[src/rtl/demux16_pkg.sv]
// Shared constants for the 1-to-2 stream demultiplexer.
package demux16_pkg;

  localparam int N_DEF     = 16;
  localparam int DEPTH_DEF = 2;
  localparam int CNT_W_DEF = 16;

  localparam logic LANE0 = 1'b0;
  localparam logic LANE1 = 1'b1;

endpackage

[src/rtl/stream_fifo.sv]
// First-word-fall-through synchronous FIFO; head_data is valid whenever empty=0.
module stream_fifo #(
  parameter int N     = 16,
  parameter int DEPTH = 2
) (
  input  logic         clk,
  input  logic         rst_n,
  input  logic         push,
  input  logic [N-1:0] push_data,
  input  logic         pop,
  output logic         full,
  output logic         empty,
  output logic [N-1:0] head_data
);

  localparam int AW = $clog2(DEPTH);

  // Extra MSB on each pointer separates the full and empty cases.
  logic [AW:0]  wr_ptr;
  logic [AW:0]  rd_ptr;
  logic [N-1:0] mem [DEPTH];

  always_ff @(posedge clk) begin
    if (!rst_n) begin
      wr_ptr <= '0;
      rd_ptr <= '0;
    end else begin
      if (push && !full) begin
        mem[wr_ptr[AW-1:0]] <= push_data;
        wr_ptr              <= wr_ptr + (AW+1)'(1);
      end
      if (pop && !empty) begin
        rd_ptr <= rd_ptr + (AW+1)'(1);
      end
    end
  end

  assign empty     = (wr_ptr == rd_ptr);
  assign full      = (wr_ptr[AW] != rd_ptr[AW]) && (wr_ptr[AW-1:0] == rd_ptr[AW-1:0]);
  assign head_data = mem[rd_ptr[AW-1:0]];

endmodule

[src/rtl/demux16_stream.sv]
// Registered 1-to-2 stream demux: explicit or round-robin steering into two
// per-lane FIFOs, with saturating delivered-word counters per lane.
module demux16_stream
  import demux16_pkg::*;
#(
  parameter int N     = N_DEF,
  parameter int DEPTH = DEPTH_DEF,
  parameter int CNT_W = CNT_W_DEF
) (
  input  logic             clk,
  input  logic             rst_n,
  input  logic [N-1:0]     in_data,
  input  logic             in_sel,
  input  logic             in_valid,
  output logic             in_ready,
  input  logic             alt_mode,
  input  logic             clr_cnt,
  output logic [N-1:0]     out0_data,
  output logic             out0_valid,
  input  logic             out0_ready,
  output logic [N-1:0]     out1_data,
  output logic             out1_valid,
  input  logic             out1_ready,
  output logic [CNT_W-1:0] cnt0,
  output logic [CNT_W-1:0] cnt1
);

  logic         toggle;
  logic         tgt;
  logic         accept;
  logic         push0, push1;
  logic         pop0, pop1;
  logic         full0, full1;
  logic         empty0, empty1;
  logic [N-1:0] head0, head1;

  // in_ready looks only at the registered full flags, never at outX_ready.
  always_comb begin
    tgt      = alt_mode ? toggle : in_sel;
    in_ready = rst_n && !((tgt == LANE1) ? full1 : full0);
  end

  assign accept = in_valid && in_ready;
  assign push0  = accept && (tgt == LANE0);
  assign push1  = accept && (tgt == LANE1);

  stream_fifo #(.N(N), .DEPTH(DEPTH)) u_fifo0 (
    .clk       (clk),
    .rst_n     (rst_n),
    .push      (push0),
    .push_data (in_data),
    .pop       (pop0),
    .full      (full0),
    .empty     (empty0),
    .head_data (head0)
  );

  stream_fifo #(.N(N), .DEPTH(DEPTH)) u_fifo1 (
    .clk       (clk),
    .rst_n     (rst_n),
    .push      (push1),
    .push_data (in_data),
    .pop       (pop1),
    .full      (full1),
    .empty     (empty1),
    .head_data (head1)
  );

  assign out0_valid = !empty0;
  assign out1_valid = !empty1;
  assign out0_data  = out0_valid ? head0 : '0;
  assign out1_data  = out1_valid ? head1 : '0;
  assign pop0       = out0_valid && out0_ready;
  assign pop1       = out1_valid && out1_ready;

  // Held at lane 0 outside alt_mode so each round-robin session starts on lane 0.
  always_ff @(posedge clk) begin
    if (!rst_n || !alt_mode) begin
      toggle <= LANE0;
    end else if (accept) begin
      toggle <= ~toggle;
    end
  end

  always_ff @(posedge clk) begin
    if (!rst_n || clr_cnt) begin
      cnt0 <= '0;
    end else if (pop0 && (cnt0 != '1)) begin
      cnt0 <= cnt0 + CNT_W'(1);
    end
  end

  always_ff @(posedge clk) begin
    if (!rst_n || clr_cnt) begin
      cnt1 <= '0;
    end else if (pop1 && (cnt1 != '1)) begin
      cnt1 <= cnt1 + CNT_W'(1);
    end
  end

endmodule

[config.mk]
export PLATFORM = sky130hd
export DESIGN_NAME = demux16_stream
export DESIGN_NICKNAME = d
export VERILOG_FILES = /design/src/rtl/demux16_pkg.sv /design/src/rtl/stream_fifo.sv /design/src/rtl/demux16_stream.sv
export SDC_FILE = /design/constraint.sdc
export NUM_CORES = 1
export LEC_CHECK = 0
export BUFFER_PORTS_ARGS = -buffer_cell sky130_fd_sc_hd__buf_2
export CORE_MARGIN = 4
export CORE_UTILIZATION = 45
export CTS_BUF_LIST = sky130_fd_sc_hd__clkbuf_8
export CTS_CLUSTER_DIAMETER = 200
export CTS_CLUSTER_SIZE = 30
export DETAILED_ROUTE_END_ITERATION = 10
export GPL_TIMING_DRIVEN = 0
export PLACE_DENSITY = 0.67
export RECOVER_POWER = 50
export SLEW_MARGIN = 10
export SYNTH_ARGS = -nofsm -noshare
export SYNTH_HDL_FRONTEND = slang
export SYNTH_HIERARCHICAL = 1
export SYNTH_SLANG_ARGS = --single-unit
[constraint.sdc]
create_clock -name clk -period 4.15 [get_ports clk]
set_input_delay 0.415 -clock clk [delete_from_list [all_inputs] [get_ports clk]]
set_output_delay 0.415 -clock clk [all_outputs]
set_load 0.005 [all_outputs]
Word-level counts from Yosys, hierarchy flattened
Memories as Yosys holds them, arrays and structs flattened. A register that Yosys moved wholly into a read port is not among the register bits.
Cells that the tools add are included.
{ "classes": {"eq_ne": 8, "n_reduce_logical": 23, "bitwise_logic": 2, "n_addsub": 6, "mux": 14} }
{ "ops": {"columns": ["operator", "n"], "rows": [
  ["$add A16 B1 Y16 const B", 2],
  ["$mux W16", 2],
  ["$ne A16 B16 Y1 const B", 2],
  ["$logic_and A1 B1 Y1", 14],
  ["$mux W1", 12],
  ["$add A2 B1 Y2 const B", 4],
  ["$logic_not A1 Y1", 7],
  ["$eq A2 B2 Y1", 2],
  ["$eq A1 B1 Y1", 2],
  ["$logic_or A1 B1 Y1", 2],
  ["$ne A1 B1 Y1", 2],
  ["$not A1 Y1", 2]
]} }
{ "totals": {"mem_count": 2, "reg_bits": 41, "output_inout_bits": 67, "mem_bits_rw": 64, "inputBits": 24, "elab_cells": 62} }
{ "mem_list": {"columns": ["name", "words", "word_bits", "rd", "rd_clocked_by_memory_dff", "wr", "line_no", "source"], "rows": [
  ["u_fifo0.mem", 2, 16, 1, 1, 1, "stream_fifo.sv:21", "logic [N-1:0] mem [DEPTH];"],
  ["u_fifo1.mem", 2, 16, 1, 1, 1, "stream_fifo.sv:21", null]
]} }

Longest topological paths before layout
Gate-level depths: netlist (run 1).
{ "logic_depth": {"word_depth": 11, "depth_mapped": 10, "depth_no_buf": 9} }

Modules after synthesis
Netlist (run 1), hierarchy kept.
{ "modules_own_cells": {"columns": ["mod", "instances", "area_each_um2", "cells_per_inst"], "rows": [
  ["stream_fifo", 2, 1431.4, 84],
  ["demux16_stream", 1, 1863.0, 230]
]} }

Worst setup path after synthesis (run 1)
Ideal clock, no wire load.
{ "synth_timing": {"path_kind": "input to register", "startpoint": "in alt_mode", "endpoint": "mem u_fifo0.mem[1][0] (enable)", "required_time_ps": 3756, "stages": 6, "setup_ps": 394, "slack_ps": 1566, "n_path_buf": 0, "t_arrival_ps": 2190, "path_cell_list": "mux2i_1 -> mux2i_1 -> and2_1 -> and3_1 -> nand3_1 -> a21oi_1"} }
{ "synth_via": {"elab_chain_cells": 10, "word_cells_on_any_way": 11, "classes_between": "mux: 5; bitwise: 1; reduce/logical: 5"} }
{ "synth_rtl": {"columns": ["element", "line_no", "source"], "rows": [
  ["from (decl)", "demux16_stream.sv:16", "input logic alt_mode,"],
  ["$mux W1", "demux16_stream.sv:39", "tgt = alt_mode ? toggle : in_sel;"],
  ["$mux W1", "demux16_stream.sv:40", "in_ready = rst_n && !((tgt == LANE1) ? full1 : full0);"],
  ["$logic_not A1 Y1", "demux16_stream.sv:40", null],
  ["$logic_and A1 B1 Y1", "demux16_stream.sv:40", null],
  ["named net in_ready", "demux16_stream.sv:15", "output logic in_ready,"],
  ["$logic_and A1 B1 Y1", "demux16_stream.sv:43", "assign accept = in_valid && in_ready;"],
  ["$logic_and A1 B1 Y1", "demux16_stream.sv:44", "assign push0 = accept && (tgt == LANE0);"],
  ["named net push0", "demux16_stream.sv:31", "logic push0, push1;"],
  ["$logic_and A1 B1 Y1", "stream_fifo.sv:28", "if (push && !full) begin"],
  ["$mux W1", "stream_fifo.sv:28", null],
  ["$mux W1", "stream_fifo.sv:24", "if (!rst_n) begin"],
  ["$mux W1 (not written as such)", "stream_fifo.sv:29", "mem[wr_ptr[AW-1:0]] <= push_data;"],
  ["to (decl)", "stream_fifo.sv:21", null]
]} }
The timed path passes the listed nets, and every way through them passes these cells.

Worst setup path in the final report (run 1)
{ "layout_timing": {"startpoint": "reg u_fifo0.rd_ptr[0]", "endpoint": "reg cnt0[11]"} }
{ "layout_via": {"elab_chain_cells": 4} }
{ "layout_rtl": {"columns": ["element", "line_no", "source"], "rows": [
  ["from (decl)", "stream_fifo.sv:20", "logic [AW:0] rd_ptr;"],
  ["from (signal assigned)", "stream_fifo.sv:33", "rd_ptr <= rd_ptr + (AW+1)'(1);"],
  ["$eq A2 B2 Y1", "stream_fifo.sv:38", "assign empty = (wr_ptr == rd_ptr);"],
  ["named net empty0", "demux16_stream.sv:34", "logic empty0, empty1;"],
  ["$logic_not A1 Y1", "demux16_stream.sv:69", "assign out0_valid = !empty0;"],
  ["$logic_and A1 B1 Y1", "demux16_stream.sv:73", "assign pop0 = out0_valid && out0_ready;"],
  ["named net pop0", "demux16_stream.sv:32", "logic pop0, pop1;"],
  ["$logic_and A1 B1 Y1", "demux16_stream.sv:88", "end else if (pop0 && (cnt0 != '1)) begin"],
  ["to (signal assigned)", "demux16_stream.sv:89", "cnt0 <= cnt0 + CNT_W'(1);"],
  ["to (decl)", "demux16_stream.sv:24", "output logic [CNT_W-1:0] cnt0,"]
]} }
The timed path passes the listed nets, and every way through them passes these cells.
A chain may end at the register's enable or synchronous reset.

==> results of run 1 <==
==> metal layers <==
layer / GRT usage (%) / up-vias
met5: 0 / -
met4: 4.52 / 0
met3: 3.40 / 11
met2: 26.5 / 78
met1: 20.7 / 1561
li1: - / 1638
==> how the worst max path moves through the flow <==
stage                      start  cells past startpoint                  to
2_1_floorplan           alt_mode                      6   u_fifo0/mem[1][0]
3_3_place_gp            alt_mode                      7  u_fifo1/mem[1][11]
3_5_place_dp            alt_mode                      6   u_fifo1/mem[0][6]
4_1_cts        u_fifo1/rd_ptr[0]                      6        out1_data[9]
5_1_grt        u_fifo1/rd_ptr[0]                      6        out1_data[7]
6_report       u_fifo0/rd_ptr[0]                     10            cnt0[11]
==> cells by family (layout without fill, tap and decap cells) <==
kind of cell / after synthesis / after routing / synth area share [%]
flops: 107 / 107 / 58.9
xor+xnor: 29 / 29 / 5.69
mux: 40 / 40 / 9.32
compound gates: 30 / 30 / 4.16
simple gates: 164 / 164 / 19.0
buf+inv: 26 / 134 / 2.38
fa+ha+maj: 2 / 2 / 0.529
==> placed cells by master (no fill, tap or decap), types with 2 or more instances in the layout <==
cell type	instances
sky130_fd_sc_hd__xnor2_1	20
sky130_fd_sc_hd__a31oi_1	5
sky130_fd_sc_hd__o21ai_0	7
sky130_fd_sc_hd__a311oi_1	2
sky130_fd_sc_hd__mux2i_1	8
sky130_fd_sc_hd__or3_1	3
sky130_fd_sc_hd__nand2b_1	2
sky130_fd_sc_hd__buf_2	59
sky130_fd_sc_hd__and4b_1	2
sky130_fd_sc_hd__a21boi_0	4
sky130_fd_sc_hd__clkbuf_8	9
sky130_fd_sc_hd__nor4_1	6
sky130_fd_sc_hd__nor2_1	40
sky130_fd_sc_hd__nand2_1	24
sky130_fd_sc_hd__nor3_1	11
sky130_fd_sc_hd__clkinv_4	2
sky130_fd_sc_hd__dfxtp_1	43
sky130_fd_sc_hd__buf_6	2
sky130_fd_sc_hd__ha_1	2
sky130_fd_sc_hd__xor2_1	7
sky130_fd_sc_hd__xor2_2	2
sky130_fd_sc_hd__nand3_1	10
sky130_fd_sc_hd__and4_1	5
sky130_fd_sc_hd__nor2b_1	35
sky130_fd_sc_hd__edfxtp_1	64
sky130_fd_sc_hd__inv_8	2
sky130_fd_sc_hd__a41oi_1	2
sky130_fd_sc_hd__mux2_2	32
sky130_fd_sc_hd__a21oi_1	4
sky130_fd_sc_hd__nand4_1	13
sky130_fd_sc_hd__a21oi_2	2
sky130_fd_sc_hd__inv_1	9
sky130_fd_sc_hd__and3_1	4
sky130_fd_sc_hd__clkbuf_1	48
==> registers in the layout, indices dropped and copies added (netlist names), named ones only <==
name,count
cnt1,16
u_fifo0/mem,32
cnt0,16
u_fifo0/wr_ptr,2
u_fifo0/rd_ptr,2
u_fifo1/wr_ptr,2
u_fifo1/mem,32
u_fifo1/rd_ptr,2
toggle,1
==> per-stage QoR <==
step | std cells | setup WS, ns | util (%) | hold WS [ns] | power, mW
5_1_grt | 642 | 1.06 | 53.6 | 0.307 | 2.04
2_1_floorplan | 398 | 1.57 | - | 0.474 | 1.29
6_report | 642 | 1.38 | 53.6 | 0.312 | 1.93
4_1_cts | 642 | 1.35 | 54.1 | 0.247 | 1.97
3_5_place_dp | 626 | 1.41 | 52.3 | 0.490 | 1.37
3_3_place_gp | 624 | 0.790 | 52.0 | 0.475 | 1.37
==> where the power goes <==
group	internal (mW)	switching, mW
combinational	0.0837	0.114
clock	0.229	0.364
sequential	1.14	0.00502
total	1.45	0.483
==> critical path, stage by stage, from the launching register on <==
cell                       delay (ns)
sky130_fd_sc_hd__dfxtp_1         0.32
sky130_fd_sc_hd__clkbuf_1        0.28
sky130_fd_sc_hd__xor2_1          0.23
sky130_fd_sc_hd__nor2_1          0.21
sky130_fd_sc_hd__nor2b_1         0.15
sky130_fd_sc_hd__clkbuf_1        0.44
sky130_fd_sc_hd__and4_1          0.26
sky130_fd_sc_hd__clkbuf_1        0.28
sky130_fd_sc_hd__o211a_1         0.23
sky130_fd_sc_hd__nand4_1         0.12
sky130_fd_sc_hd__mux2i_1         0.14
==> layout make-up <==
cell class | count | share of cell area, %
sequential | 107 | 50.5
multi-input combinational | 265 | 33.4
timing repair buffer | 92 | 7.73
tap | 136 | 3.09
clock buffer | 9 | 2.25
buffer | 18 | 1.39
clock inverter | 7 | 1.09
inverter | 8 | 0.545
==> impl_metrics.env, run 1 <==
export IMPL_power_ir_vdd_worst_mv=0.155
export IMPL_timing_max_slew_rel_slack_pct=41.9
export IMPL_detail_route_wirelength_mm=9.38
export IMPL_status="finished clean"
export IMPL_ctsRootBufferMaster="sky130_fd_sc_hd__clkbuf_8"
export IMPL_crit_required_ns=4.39
export IMPL_hpwl_mm=6.77
export IMPL_dieWidth_um=110
export IMPL_cts_tree="yes"
export IMPL_via_per_inst=5.12
export IMPL_worst_hold_path_num_cells=2
export IMPL_number_of_detailed_route_iterations_in_the_first_pass=4
export IMPL_worst_clock_skew_ns=0.0158
export IMPL_synthTopCellsByArea="sky130_fd_sc_hd__edfxtp_1 41%, sky130_fd_sc_hd__dfxtp_1 18%, sky130_fd_sc_hd__mux2_2 7.6%"
export IMPL_design_portCount=91
export IMPL_grt_max_degree=20
export IMPL_finalWeightedCongestion=0.832
export IMPL_drt_wirelength_per_cell_um=14.6
export IMPL_finalCritPeriodShare_pct=66.8
export IMPL_worstSkewPairLatency_ns=0.36
export IMPL_cts_repair_resized=0
export IMPL_worst_reg_to_reg_setup_slack_ns=1.38
export IMPL_edff_count_synth=64
export IMPL_seq_area_frac_synth_pct=58.9
export IMPL_synthesis_yosys_warnings=6
export IMPL_layout_area_seq_um2=2780
export IMPL_routed_length_on_met1_mm=4.30
export IMPL_postSynth_topFlopCell="sky130_fd_sc_hd__edfxtp_1"
export IMPL_crit_reg2reg_launch="u_fifo0/rd_ptr[0]"
export IMPL_tritoncts_num_buffers=9
export IMPL_drt_iter0_drc=140
export IMPL_ys_seq_elements=107
export IMPL_post_cts_setup_buffers=0
export IMPL_worst_pin_slew_ns=0.871
export IMPL_first_global_vias=3283
export IMPL_cts_max_path_buffers=2
export IMPL_multiInputGateArea_um2=1840
export IMPL_critical_path_startpoint_type="flip-flop"
export IMPL_antenna_left=0
export IMPL_power_density_nw_per_um2=351
export IMPL_final_hold_viol_count=0
export IMPL_port_buffer_count=90
export IMPL_final_max_slew_violation_count=0
export IMPL_layout_drive_gt1_share_pct=23.1
export IMPL_synthToLayoutAreaGrowth_pct=16.5
export IMPL_synth_top_cell_area_share_pct=40.7
export IMPL_met2_wirelength_mm=4.55
export IMPL_async_reset_ff_share_pct=0
export IMPL_worst_setup_path_class="flip-flop to flip-flop"
export IMPL_fin_setup_tns_ns=0
export IMPL_reg2reg_depth=10
export IMPL_via_count=3288
export IMPL_finalCriticalPeriod_ns=2.77
export IMPL_timing_final_setup_violations=0
export IMPL_critical_path_endpoint_type="flip-flop"
export IMPL_top_layer="met4"
export IMPL_p_leak_nw=1.99
export IMPL_synthesis_nets=424
export IMPL_route_met3_wl_um=427
export IMPL_num_antenna_cells=0
export IMPL_synth_top_cells_by_count="64 x sky130_fd_sc_hd__edfxtp_1, 43 x sky130_fd_sc_hd__dfxtp_1, 40 x sky130_fd_sc_hd__nor2_1"
export IMPL_fp_coreArea_um2=10300
export IMPL_yosysMostFrequentCell="sky130_fd_sc_hd__edfxtp_1"
export IMPL_cts_hold_buf=0
export IMPL_timing_hold_worst_class="input pin to flip-flop"
export IMPL_cts_htree_levels=3
export IMPL_grt_pass1_wl_mm=15.9
export IMPL_hold_start="alt_mode"
export IMPL_hold_path_endpoint="toggle"
export IMPL_netlist_cell_type_count=43
export IMPL_layout_cell_area_non_filler_um2=5510
export IMPL_placed_area_um2=5380
export IMPL_syn_std_cell_area_um2=4730
export IMPL_cts_sinks=107
export IMPL_syn_area_per_cell_um2=11.9
export IMPL_fillCellCount=919
export IMPL_grt_usage_pct=15.8
export IMPL_gate_count_post_synth=398
export IMPL_timing_rr_end="cnt0[11]"
export IMPL_start_util_pct=46.0
export IMPL_setup_repair_after_global_routing_missed_its_margin="false"
export IMPL_synth_largest_area_cell="sky130_fd_sc_hd__edfxtp_1"
export IMPL_floorplan_rows=37
export IMPL_cts_reportedPaths_clkPinSlew_ns=0.11
export IMPL_final_net_count=527
export IMPL_post_route_drc_count=0
export IMPL_fp_dieArea_um2=12200
export IMPL_cap_viol_max_count=0
export IMPL_highest_fanout_seen_on_the_critical_path=13
export IMPL_die_height_um=110
export IMPL_antenna_found_initial=0
export IMPL_clock_fmax_mhz=361
export IMPL_globalRoute_totalOverflow=0
export IMPL_arrival_ns=3.01
Power figures use the tool's default switching activity.
==> run 2, diff against run 1 <==
- ABC_AREA: unset -> 1
- PLACE_DENSITY: 0.67 -> 0.66
- clock period: 4.15 -> 2.87 ns (I/O delays scaled with it)
==> impl_metrics.env, run 2 <==
export IMPL_drt_wirelength_per_cell_um=13.2
export IMPL_synth_largest_area_cell="sky130_fd_sc_hd__edfxtp_1"
export IMPL_netlist_cell_type_count=34
export IMPL_path_cells="nand2_1 > nand2_2 > nand2_2 > inv_1 > clkbuf_1 > buf_1 > nor2_1 > buf_2"
export IMPL_hold_path_endpoint="toggle"
export IMPL_antenna_found_initial=0
export IMPL_postSynth_topFlopCell="sky130_fd_sc_hd__edfxtp_1"
export IMPL_cts_sinks=107
export IMPL_final_net_count=708
export IMPL_worst_reg_to_reg_setup_slack_ns=0.50
export IMPL_design_portCount=91
export IMPL_power_density_nw_per_um2=451
export IMPL_reg2reg_depth=13
export IMPL_detailedPlace_worstSlack_ns=0.492
export IMPL_final_setup_worst_slack_ns=0.430
export IMPL_arrival_ns=2.15
export IMPL_power_switching_share_pct=24.8
export IMPL_clock_fmax_mhz=410
export IMPL_cts_tree="yes"
export IMPL_start_util_pct=45.8
export IMPL_grt_usage_pct=16.8
export IMPL_detail_route_wirelength_mm=11.0
export IMPL_seq_power_share_pct=60.3
export IMPL_holdWs_ns=0.170
export IMPL_critical_path_endpoint_type="output port"
export IMPL_power_mw=2.73
export IMPL_first_global_vias=3851
export IMPL_timing_max_slew_rel_slack_pct=67.9
export IMPL_globalRoute_totalOverflow=0
export IMPL_edff_count_synth=64
export IMPL_cts_reportedPaths_clkPinSlew_ns=0.10
export IMPL_timing_hold_worst_class="input pin to flip-flop"
export IMPL_die_height_um=116
export IMPL_via_count=4009
export IMPL_p_leak_nw=2.49
export IMPL_cts_repair_resized=0
export IMPL_yosysMostFrequentCell="sky130_fd_sc_hd__nor2_1"
export IMPL_cts_hold_buf=0
export IMPL_final_common_cell="sky130_fd_sc_hd__nor2_1"
export IMPL_antenna_left=0
export IMPL_dieWidth_um=116
export IMPL_power_net_switching_mw=0.677
export IMPL_port_buffer_count=90
export IMPL_post_cts_setup_buffers=0
export IMPL_finalCritPeriodShare_pct=85.0
export IMPL_power_frac_clock_pct=33.5
export IMPL_power_combinational_fraction_pct=6.2
export IMPL_worst_path_largest_cell_delay_ns=0.44
export IMPL_num_antenna_cells=0
export IMPL_finalWeightedCongestion=0.802
export IMPL_post_route_drc_count=0
export IMPL_async_reset_ff_share_pct=0
export IMPL_worstSkewPairLatency_ns=0.37
export IMPL_synth_top_cell_area_share_pct=36.7
export IMPL_via_per_inst=4.83
export IMPL_cap_viol_max_count=0
export IMPL_setup_repair_after_global_routing_missed_its_margin="false"
export IMPL_final_hold_viol_count=0
export IMPL_hold_start="alt_mode"
export IMPL_critical_path_n_buffers_inverters=4
export IMPL_crit_path_max_delay_cell_type="sky130_fd_sc_hd__buf_1"
export IMPL_fillCellCount=1107
export IMPL_status="finished clean"
export IMPL_ys_seq_elements=107
export IMPL_critPathMostFrequentCell="sky130_fd_sc_hd__nand2_2"
export IMPL_worst_pin_slew_ns=0.481
export IMPL_cts_max_path_buffers=2
export IMPL_top_delay_family_on_crit_path="buffers and inverters"
export IMPL_synthTopCellsByArea="sky130_fd_sc_hd__edfxtp_1 37%, sky130_fd_sc_hd__dfxtp_1 16%, sky130_fd_sc_hd__nor2_1 8.5%"
export IMPL_syn_area_per_cell_um2=9.07
export IMPL_critical_path_startpoint_type="flip-flop"
export IMPL_gate_count_post_synth=577
export IMPL_seq_area_frac_synth_pct=53.2
export IMPL_power_ir_vdd_worst_mv=0.238
export IMPL_timing_rr_end="u_fifo0/mem[1][3]"
export IMPL_synthesis_nets=603
export IMPL_hpwl_mm=8.11
export IMPL_ctsRootBufferMaster="sky130_fd_sc_hd__clkbuf_8"
export IMPL_number_of_detailed_route_iterations_in_the_first_pass=4
export IMPL_floorplan_rows=39
export IMPL_fp_dieArea_um2=13400
export IMPL_fp_coreArea_um2=11400
export IMPL_grt_max_degree=22
export IMPL_syn_std_cell_area_um2=5230
export IMPL_worst_hold_path_num_cells=3
export IMPL_cts_htree_levels=3
export IMPL_timing_final_setup_violations=0
export IMPL_worst_setup_path_class="flip-flop to output port"
export IMPL_highest_fanout_seen_on_the_critical_path=10
export IMPL_drt_iter0_drc=170
export IMPL_crit_reg2reg_launch="u_fifo0/rd_ptr[1]"
export IMPL_crit_required_ns=2.58
export IMPL_grt_pass1_wl_mm=17.8
export IMPL_utilization_pct=53.0
export IMPL_synthesis_yosys_warnings=6
export IMPL_internal_power_mw=2.06
export IMPL_final_max_slew_violation_count=0
export IMPL_layout_drive_gt1_share_pct=21.7
export IMPL_worst_clock_skew_ns=0.00841
export IMPL_finalCriticalPeriod_ns=2.44
export IMPL_synthToLayoutAreaGrowth_pct=15.7
export IMPL_synth_top_cells_by_count="118 x sky130_fd_sc_hd__nor2_1, 107 x sky130_fd_sc_hd__nand2_1, 73 x sky130_fd_sc_hd__inv_1"
export IMPL_tritoncts_num_buffers=9
export IMPL_final_cell_mix="115 x sky130_fd_sc_hd__nor2_1, 114 x sky130_fd_sc_hd__nand2_1, 75 x sky130_fd_sc_hd__inv_1"
-- run 2: area by class of cell --
type	instances	area, um2	share of cell area, %
flip-flops and latches	107	2780	46.0
repair buffers	94	468	7.73
inverters	81	305	5.04
well taps	143	179	2.96
clock buffers	9	124	2.05
plain buffers	14	129	2.13
multi-input cells	375	2000	33.0
clock inverters	7	71.3	1.18
-- run 2: worst reg2reg max path: cells and delay by family, from the launching register on --
kind	cells	cell delay [ns]
DFF	1	0.41
and+or+nand+nor	9	1.23
buffers and inverters	4	0.43
-- run 2: power groups by stage --
| stage | Sequential, mW | Combinational, mW | Clock, mW |
|---|---|---|---|
| 6_report | 1.65 | 0.168 | 0.916 |
| 5_1_grt | 1.65 | 0.190 | 1.02 |
| 4_1_cts | 1.65 | 0.181 | 0.956 |
| 3_5_place_dp | 1.68 | 0.181 | 0 |
| 3_3_place_gp | 1.68 | 0.170 | 0 |
| 2_1_floorplan | 1.68 | 0.0994 | 0 |
-- run 2: how the worst max path moves through the flow --
stage                 startpoint            endpoint  slack, ns  cells past startpoint
2_1_floorplan  u_fifo0/rd_ptr[1]   u_fifo1/mem[1][0]       0.51                     12
3_3_place_gp   u_fifo0/wr_ptr[0]  u_fifo0/mem[1][14]      -0.16                     12
3_5_place_dp   u_fifo0/wr_ptr[1]   u_fifo0/mem[1][7]       0.49                     13
4_1_cts        u_fifo0/rd_ptr[1]   u_fifo0/mem[1][3]       0.47                     13
5_1_grt        u_fifo1/wr_ptr[1]            cnt1[15]       0.19                     13
6_report       u_fifo1/rd_ptr[0]       out1_data[11]       0.43                      8
-- run 2: cell families after synthesis --
family / share of synthesized area (%)
and+or+nand+nor: 26.3
xor gates and xnor gates: 0.167
muxes: 8.32
AOI/OAI and AO/OA: 3.23
adders and majority gates: 0.478
buffers and inverters: 8.32
DFF: 53.2
-- run 2: per-stage QoR --
stage                     setup TNS, ns  std cells  cell area (um2)
after global routing                  0        830             6050
after global placement            -5.80        810             5860
final                                 0        830             6050
after floorplan                       0        577             5230
after detailed placement              0        814             5930
after CTS                             0        830             6130
-- run 2: per-layer routing --
layer	global-route usage [%]	wire length, um	share of wire (%)
met1	20.6	4840	44
met2	29.9	5450	50
met5	0	0	0
met4	5.65	144	1.3
met3	2.77	515	4.7
==> run 3, diff against run 2 <==
- CORE_MARGIN: 4 -> 2
==> impl_metrics.env, run 3 (synthesized netlist as in run 2, its figures left out) <==
export IMPL_final_max_slew_violation_count=0
export IMPL_cts_tree="yes"
export IMPL_clock_fmax_mhz=409
export IMPL_number_of_detailed_route_iterations_in_the_first_pass=4
export IMPL_ctsRootBufferMaster="sky130_fd_sc_hd__clkbuf_8"
export IMPL_cts_max_path_buffers=2
export IMPL_highest_fanout_seen_on_the_critical_path=10
export IMPL_first_global_vias=3788
export IMPL_fp_dieArea_um2=12500
export IMPL_fillCellCount=1123
export IMPL_cts_repair_resized=0
export IMPL_final_net_count=708
export IMPL_cap_viol_max_count=0
export IMPL_crit_required_ns=2.58
export IMPL_worst_pin_slew_ns=0.549
export IMPL_floorplan_rows=39
export IMPL_antenna_found_initial=0
export IMPL_cts_sinks=107
export IMPL_timing_final_setup_violations=0
export IMPL_globalRoute_totalOverflow=0
export IMPL_grt_pass1_wl_mm=17.4
export IMPL_timing_max_slew_rel_slack_pct=63.4
export IMPL_worst_clock_skew_ns=0.0142
export IMPL_cts_reportedPaths_clkPinSlew_ns=0.10
export IMPL_num_antenna_cells=0
export IMPL_post_route_drc_count=0
export IMPL_drt_wirelength_per_cell_um=12.7
export IMPL_hpwl_mm=7.72
export IMPL_final_hold_viol_count=0
export IMPL_timing_hold_worst_class="input pin to flip-flop"
export IMPL_setup_repair_after_global_routing_missed_its_margin="false"
export IMPL_power_density_nw_per_um2=456
export IMPL_grt_max_degree=20
export IMPL_finalWeightedCongestion=0.804
export IMPL_via_per_inst=4.82
export IMPL_fp_coreArea_um2=11400
export IMPL_post_cts_setup_buffers=0
export IMPL_port_buffer_count=90
export IMPL_layout_drive_gt1_share_pct=23.3
export IMPL_finalCriticalPeriod_ns=2.45
export IMPL_detail_route_wirelength_mm=10.5
export IMPL_cts_htree_levels=3
export IMPL_worst_setup_path_class="flip-flop to output port"
export IMPL_design_portCount=91
export IMPL_critical_path_endpoint_type="output port"
export IMPL_critical_path_startpoint_type="flip-flop"
export IMPL_worstSkewPairLatency_ns=0.37
export IMPL_power_mw=2.77
export IMPL_holdWs_ns=0.158
export IMPL_utilization_pct=53.5
export IMPL_finalCritPeriodShare_pct=85.3
export IMPL_status="finished clean"
export IMPL_final_common_cell="sky130_fd_sc_hd__nor2_1"
export IMPL_synthToLayoutAreaGrowth_pct=16.2
export IMPL_die_height_um=112
export IMPL_antenna_left=0
export IMPL_drt_iter0_drc=189
export IMPL_final_cell_mix="114 x sky130_fd_sc_hd__nor2_1, 112 x sky130_fd_sc_hd__nand2_1, 74 x sky130_fd_sc_hd__inv_1"
export IMPL_power_ir_vdd_worst_mv=0.222
export IMPL_p_leak_nw=2.52
export IMPL_start_util_pct=46.0
export IMPL_cts_hold_buf=0
export IMPL_tritoncts_num_buffers=9
export IMPL_grt_usage_pct=17.3
export IMPL_via_count=4000
export IMPL_arrival_ns=2.16
export IMPL_dieWidth_um=112
==> run 3: worst max-delay path: stages, from the launching register on <==
cell and delay [ns]:
sky130_fd_sc_hd__dfxtp_1 0.40, sky130_fd_sc_hd__nand2_1 0.08, sky130_fd_sc_hd__nand2_1 0.08, sky130_fd_sc_hd__nand2_2 0.08, sky130_fd_sc_hd__inv_1 0.05, sky130_fd_sc_hd__clkbuf_1 0.43, sky130_fd_sc_hd__buf_1 0.42, sky130_fd_sc_hd__nor2_1 0.10
sky130_fd_sc_hd__buf_2 0.14
==> run 3: worst paths after layout <==
| path | from | end | slack [ns] | cells after the start |
|---|---|---|---|---|
| max reg2reg | u_fifo0/rd_ptr[1] | u_fifo0/mem[1][7] | 0.47 | 13 |
| min reg2reg | toggle | toggle | 0.49 | 2 |
| min | alt_mode | toggle | 0.16 | 3 |
| max | u_fifo0/rd_ptr[1] | out0_data[9] | 0.42 | 8 |
==> run 3: cell type report <==
cell class              instances  area (um2)  share of cell area, %
multi-input cells             375        2000                   32.9
clock inverters                 7        80.1                   1.32
repair buffers                 94         477                   7.84
flip-flops and latches        107        2780                   45.8
clock buffers                   9         124                   2.04
plain buffers                  14         129                   2.12
inverters                      81         305                   5.02
well taps                     143         179                   2.94
==> run 3: metal layers <==
layer / vias up / wire (um) / global-route usage [%]
met1: 1833 / 4720 / 21.1
met2: 84 / 5210 / 30.8
li1: 2072 / - / -
met5: - / 0 / 0
met3: 11 / 445 / 2.83
met4: 0 / 133 / 6.34
==> run 3: per-stage QoR <==
| step | setup WS, ns | setup TNS [ns] | cells | instance area (um2) |
|---|---|---|---|---|
| detailed placement | 0.544 | 0 | 814 | 5930 |
| finish | 0.423 | 0 | 830 | 6080 |
| floorplan | 0.509 | 0 | 577 | 5230 |
| CTS | 0.509 | 0 | 830 | 6140 |
| global route | 0.200 | 0 | 830 | 6080 |
| global placement | -0.186 | -7.56 | 810 | 5860 |
==> run 3: power by group <==
group	total (mW)	leakage [nW]	switching, mW	internal [mW]
Combinational	0.168	1.49	0.101	0.0671
Clock	0.955	0.103	0.538	0.418
Sequential	1.65	0.925	0.00740	1.64
